$ cat src/rtl/mul_pipe_if.sv
// Handshake bundle for mul_pipe: op request side (in_*) and result side (out_*).
interface mul_pipe_if #(
  parameter int XLEN = 32,
  parameter int TAGW = 5
);
  logic            in_ready;
  logic            in_valid;
  logic [1:0]      in_sign;
  logic            in_hi;
  logic [XLEN-1:0] in_a;
  logic [XLEN-1:0] in_b;
  logic [TAGW-1:0] in_tag;

  logic              out_ready;
  logic              out_valid;
  logic [2*XLEN-1:0] out_prod;
  logic [XLEN-1:0]   out_res;
  logic [TAGW-1:0]   out_tag;

  modport master (
    input  in_ready,
    output in_valid, in_sign, in_hi, in_a, in_b, in_tag,
    output out_ready,
    input  out_valid, out_prod, out_res, out_tag
  );

  modport slave (
    output in_ready,
    input  in_valid, in_sign, in_hi, in_a, in_b, in_tag,
    input  out_ready,
    output out_valid, out_prod, out_res, out_tag
  );
endinterface

$ cat src/rtl/mul_pipe.sv
// Fully pipelined XLEN x XLEN multiplier (MUL/MULH/MULHSU/MULHU) with tag,
// per-slot backpressure and pipeline-wide flush. Latency = STAGES cycles.
module mul_pipe #(
  parameter int XLEN   = 32,
  parameter int STAGES = 3,
  parameter int TAGW   = 5
) (
  input  logic     clock,
  input  logic     reset,
  input  logic     flush,
  output logic     busy,
  mul_pipe_if.slave bus
);

  logic [STAGES-1:0]                 vld_pipe;
  logic [STAGES-1:0]                 rdy;
  logic [STAGES-1:0][2*XLEN-1:0]     prod_q;
  logic [STAGES-1:0]                 hi_q;
  logic [STAGES-1:0][TAGW-1:0]       tag_q;

  // Extending each operand to the full product width makes the truncated
  // 2*XLEN product identical to the (XLEN+1)-bit signed multiply.
  logic                     sa, sb;
  logic signed [2*XLEN-1:0] ea, eb;
  logic [2*XLEN-1:0]        prod_c;

  assign sa     = bus.in_sign[1] & bus.in_a[XLEN-1];
  assign sb     = bus.in_sign[0] & bus.in_b[XLEN-1];
  assign ea     = {{XLEN{sa}}, bus.in_a};
  assign eb     = {{XLEN{sb}}, bus.in_b};
  assign prod_c = ea * eb;

  // A slot may load when it is empty or everything downstream can move.
  always_comb begin : ready_chain
    logic acc;
    acc = bus.out_ready;
    rdy = '0;
    for (int i = STAGES-1; i >= 0; i--) begin
      acc    = acc | ~vld_pipe[i];
      rdy[i] = acc;
    end
  end

  always_ff @(posedge clock or negedge reset) begin
    if (!reset) begin
      vld_pipe <= '0;
    end else if (flush) begin
      vld_pipe <= '0;
    end else begin
      if (rdy[0]) vld_pipe[0] <= bus.in_valid;
      for (int i = 1; i < STAGES; i++)
        if (rdy[i]) vld_pipe[i] <= vld_pipe[i-1];
    end
  end

  // Datapath is not reset; contents only matter under a set valid bit.
  always_ff @(posedge clock) begin
    if (rdy[0]) begin
      prod_q[0] <= prod_c;
      hi_q[0]   <= bus.in_hi;
      tag_q[0]  <= bus.in_tag;
    end
    for (int i = 1; i < STAGES; i++) begin
      if (rdy[i]) begin
        prod_q[i] <= prod_q[i-1];
        hi_q[i]   <= hi_q[i-1];
        tag_q[i]  <= tag_q[i-1];
      end
    end
  end

  assign bus.in_ready  = rdy[0];
  assign bus.out_valid = vld_pipe[STAGES-1];
  assign bus.out_prod  = prod_q[STAGES-1];
  assign bus.out_res   = hi_q[STAGES-1] ? prod_q[STAGES-1][2*XLEN-1:XLEN]
                                        : prod_q[STAGES-1][XLEN-1:0];
  assign bus.out_tag   = tag_q[STAGES-1];
  assign busy          = |vld_pipe;

endmodule

$ cat src/flat_wrapper.sv
// flat-port wrapper written by rule: the top's interface ports become plain ports
module mul_pipe_flat 
#(
  parameter int XLEN   = 32,
  parameter int STAGES = 3,
  parameter int TAGW   = 5
)
  (clock, reset, flush, busy, bus_in_ready, bus_in_valid, bus_in_sign, bus_in_hi, bus_in_a, bus_in_b, bus_in_tag, bus_out_ready, bus_out_valid, bus_out_prod, bus_out_res, bus_out_tag);
  mul_pipe_if #(.XLEN(XLEN), .TAGW(TAGW)) bus_i ();
  input  logic clock;
  input  logic reset;
  input  logic flush;
  output logic busy;
  output wire logic [$bits(bus_i.in_ready)-1:0] bus_in_ready;
  input wire logic [$bits(bus_i.in_valid)-1:0] bus_in_valid;
  input wire logic [$bits(bus_i.in_sign)-1:0] bus_in_sign;
  input wire logic [$bits(bus_i.in_hi)-1:0] bus_in_hi;
  input wire logic [$bits(bus_i.in_a)-1:0] bus_in_a;
  input wire logic [$bits(bus_i.in_b)-1:0] bus_in_b;
  input wire logic [$bits(bus_i.in_tag)-1:0] bus_in_tag;
  input wire logic [$bits(bus_i.out_ready)-1:0] bus_out_ready;
  output wire logic [$bits(bus_i.out_valid)-1:0] bus_out_valid;
  output wire logic [$bits(bus_i.out_prod)-1:0] bus_out_prod;
  output wire logic [$bits(bus_i.out_res)-1:0] bus_out_res;
  output wire logic [$bits(bus_i.out_tag)-1:0] bus_out_tag;
  assign bus_in_ready = bus_i.in_ready;
  assign bus_i.in_valid = bus_in_valid;
  assign bus_i.in_sign = bus_in_sign;
  assign bus_i.in_hi = bus_in_hi;
  assign bus_i.in_a = bus_in_a;
  assign bus_i.in_b = bus_in_b;
  assign bus_i.in_tag = bus_in_tag;
  assign bus_i.out_ready = bus_out_ready;
  assign bus_out_valid = bus_i.out_valid;
  assign bus_out_prod = bus_i.out_prod;
  assign bus_out_res = bus_i.out_res;
  assign bus_out_tag = bus_i.out_tag;
  mul_pipe #(.XLEN(XLEN), .STAGES(STAGES), .TAGW(TAGW)) u_core (.clock(clock), .reset(reset), .flush(flush), .busy(busy), .bus(bus_i));
endmodule
$ cat config.mk
export PLATFORM = sky130hd
export DESIGN_NAME = mul_pipe_flat
export DESIGN_NICKNAME = d
export VERILOG_FILES = /design/src/rtl/mul_pipe_if.sv /design/src/rtl/mul_pipe.sv /design/src/flat_wrapper.sv
export SDC_FILE = /design/constraint.sdc
export NUM_CORES = 2
export LEC_CHECK = 0
export ABC_AREA = 1
export ABC_CLOCK_PERIOD_IN_PS = 6300
export BUFFER_PORTS_ARGS = -buffer_cell sky130_fd_sc_hd__buf_2
export CAP_MARGIN = 20
export CORE_ASPECT_RATIO = 0.5
export CORE_UTILIZATION = 40
export CTS_CLUSTER_DIAMETER = 60
export CTS_CLUSTER_SIZE = 8
export DETAILED_ROUTE_END_ITERATION = 8
export GPL_TIMING_DRIVEN = 0
export PLACE_DENSITY = 0.62
export SETUP_SLACK_MARGIN = 0.5
export SYNTH_ARGS = -nofsm -noshare
export SYNTH_HDL_FRONTEND = slang
export SYNTH_SLANG_ARGS = --single-unit
$ cat constraint.sdc
create_clock -name clock -period 6.3 [get_ports clock]
set_clock_uncertainty 0.2 [all_clocks]
set_input_delay 0 -clock clock [delete_from_list [all_inputs] [get_ports clock]]
set_output_delay 0 -clock clock [all_outputs]
set_load 0.02 [all_outputs]
==> impl_metrics.csv <==
group,metric,value,unit
status,status,"finished with violations",
status,violations,"negative setup slack",
placed_design,dp_cells,7172,
drt,wirelength,181000,um
floorplanning,num_io_pins,181,
min_path,hp-class,"primary input to register",
critical_path,crit_path_frequent_cell,"fa_2",
timing,setup_slack,-0.325,ns
cts,cts_tree,"built",
yosys,yosysUniqueCellTypes,43,
placed_design,dp_hpwl,144000,um
placed_design,finalWeightedCongestion,1.05,
grt,track_usage,30.1,%
timing,max_slew_margin,32.6,%
drt,first_iter_violations,4002,
grt,grt_pass1_vias,38600,
timing,tightest_slew,1.01,ns
cts,cts-root-buf,"clkbuf_16",
critical_path,start_kind,"primary input",
yosys,synth_fp_nets,6869,
critical_path,crit_type,"primary input to register",
grt,antenna_found_initial,11,
floorplanning,core-area,118000,um2
cts,clkTransAtPathRegs,0.05,ns
yosys,synth_sequential_area_ratio,13.4,%
floorplanning,fp.dieH,246,um
timing,setup_viol,28,
cts,htree_levels,1,
critical_path,slowest_stage,"fa_2",
final_layout,utilization,50.8,%
drt,routed_via_density,5.07,
drt,postRouteAntennaNets,0,
yosys,synth_area_per_cell,8.72,um2
grt,grt_pass1_wl,259000,um
timing,rsz0062_at_grt,"yes",
drt,drc_errors,0,
final_layout,syn_to_final_growth,25.8,%
job,cap_violations,0,
timing,fin_crit,6.62,ns
floorplanning,placementRows,89,
drt,dr.pass1.iters,7,
final_layout,instances_no_fill,7467,
final_layout,nNetsFinal,7284,
floorplanning,start_util,40.3,%
timing,holdWs,0.0836,ns
yosys,syn_inst,5455,
cts,clock_latency,0.52,ns
final_layout,fillCellCount,10600,
critical_path,cpPeakStageDelay,0.66,ns
timing,period_share,105,%
yosys,synth-seq-cells,213,
grt,grt.overflow.total,0,
critical_path,cp_max_fo,5,
critical_path,worst_setup_path_end_kind,"register",
final_layout,drive_above_1_share,24.4,%
yosys,yosysWarnings,0,
placed_design,numPortBuffers,116,
critical_path,cp.required,6.38,ns
timing,finalHoldViolations,0,
timing,fmax,151,MHz
floorplanning,die_area,120000,um2
floorplanning,die_x,490,um
yosys,synthesis.area,47600,um2
cts,numCtsBuffers,31,
drt,wl_per_cell,24.2,um
cts,clkSinkCount,213,
grt,grt_max_degree,72,
timing,drv_slew,0,
critical_path,worstPathArrival,6.70,ns
drt,vias,37900,
cts,clock_path_buffers,3,
## layer usage
layer / GRT usage [%] / wire [um] / vias to the layer above
met5: 0.725 / 180 / -
met4: 13.8 / 10100 / 10
met3: 10.3 / 24600 / 510
met2: 45.0 / 76900 / 2321
met1: 39.2 / 69300 / 19000
li1: - / - / 16000
## cells by family after synthesis
family	synth area share, %
AO/OA/AOI/OAI	1.64
XOR/XNOR	0.681
adder cells (fa/ha/maj)	52.9
buffers and inverters	16.1
flip-flops	13.4
multiplexers	0.758
AND/OR/NAND/NOR	14.4
## critical path, delay by kind of cell
family,cells,cell delay [ns]
simple gates,10,1.00
fa+ha+maj,9,4.65
buf+inv,10,1.04
## layout make-up
| class | instances | area, um2 | area share [%] |
|---|---|---|---|
| clock buffer | 34 | 787 | 1.31 |
| sequential | 213 | 6380 | 10.7 |
| multi-input combinational | 3271 | 36700 | 61.2 |
| timing repair inverter | 2 | 12.5 | 0.0209 |
| inverter | 1637 | 6200 | 10.4 |
| antenna | 1 | 2.50 | 0.00418 |
| clock inverter | 3 | 32.5 | 0.0544 |
| buffer | 334 | 4460 | 7.45 |
| tap | 1592 | 1990 | 3.33 |
| timing repair buffer | 380 | 3320 | 5.55 |
## cells in the final DEF, fill, tap and decap left out, types with 59 or more instances in the layout
cell and n:
nor2_4 60, fa_2 69, buf_2 123, buf_4 244
inv_1 1483, fa_1 1056, ha_1 161, nor2_1 83
clkbuf_16 99, clkbuf_8 59, inv_2 142, edfxtp_1 210
nand2_1 1278, nand2_2 97
## timing repair
item	CTS	global route
gates cloned	5	9
hold buffers	18	1
resized for setup	1093	378
endpoints found under the setup margin	53	48
buffers inserted	132	92
endpoints found under the hold margin	22	1
pin swaps	269	173
## synthesized netlist by cell type
cell	n	share of area [%]
nand2_2	23	0.30
edfxtp_1	210	13
o21ai_1	2	0.021
inv_4	1	0.013
o21a_1	1	0.016
o21ai_2	1	0.018
nor3_2	2	0.042
nand2_8	1	0.042
buf_2	5	0.053
xor2_1	33	0.61
nand4_1	19	0.25
mux2_2	32	0.76
and2_1	1	0.013
a21oi_2	2	0.037
nand2_1	1418	11
buf_4	69	1.1
nor2_2	20	0.26
ha_1	212	5.6
inv_1	1629	13
inv_2	5	0.039
nand3_1	60	0.63
o21ai_0	35	0.37
nor3_1	8	0.084
clkinv_1	2	0.016
or2_2	6	0.079
nor2_1	149	1.2
clkbuf_1	258	2.0
nand3_2	7	0.15
fa_1	1125	47
buf_1	1	0.0079
nor3_4	1	0.034
xnor2_1	4	0.074
a21o_2	1	0.018
a21oi_4	1	0.034
nor2_4	4	0.095
dfrtp_1	3	0.16
a21o_1	3	0.047
a21oi_1	76	0.80
nand2_4	1	0.024
o21bai_1	18	0.28
buf_6	1	0.024
nand3b_1	4	0.063
and3_1	1	0.013
## path summary, 6_finish.rpt
kind	cells after the start	slack, ns	to	from
setup reg to reg	6	4.06	u_core.vld_pipe[0]$_DFFE_PN0P_	u_core.vld_pipe[2]$_DFFE_PN0P_
hold / removal	4	0.08	u_core.vld_pipe[0]$_DFFE_PN0P_	bus_in_valid
max in group asynchronous	3	5.58	u_core.vld_pipe[0]$_DFFE_PN0P_	reset
setup / recovery	29	-0.32	u_core.prod_q[61]$_DFFE_PP_	bus_in_sign[1]
min in group asynchronous	3	0.17	u_core.vld_pipe[2]$_DFFE_PN0P_	reset
hold reg to reg	0	0.20	u_core.bus.out_tag[2]$_DFFE_PP_	u_core.tag_q[7]$_DFFE_PP_
## registers in the layout (all words and copies together), names as in the netlist
name	cells
u_core.vld_pipe	3
u_core.bus.out_prod	64
u_core.bus.out_tag	5
u_core.tag_q	10
u_core.hi_q	3
u_core.prod_q	128
## per-stage QoR
stage               area, um2  setup TNS, ns  setup slack, ns
floorplan               48400          -4.41           -0.437
global placement        51000         -90.71            -2.28
detailed placement      51200         -82.58            -2.08
CTS                     57800          -3.58           -0.239
global route            59800         -10.54           -0.498
finish                  59900          -5.84           -0.325
Power is left out: the tool's default activity adds up to more than one toggle a clock period on the data nets, which glitch-free logic cannot reach.
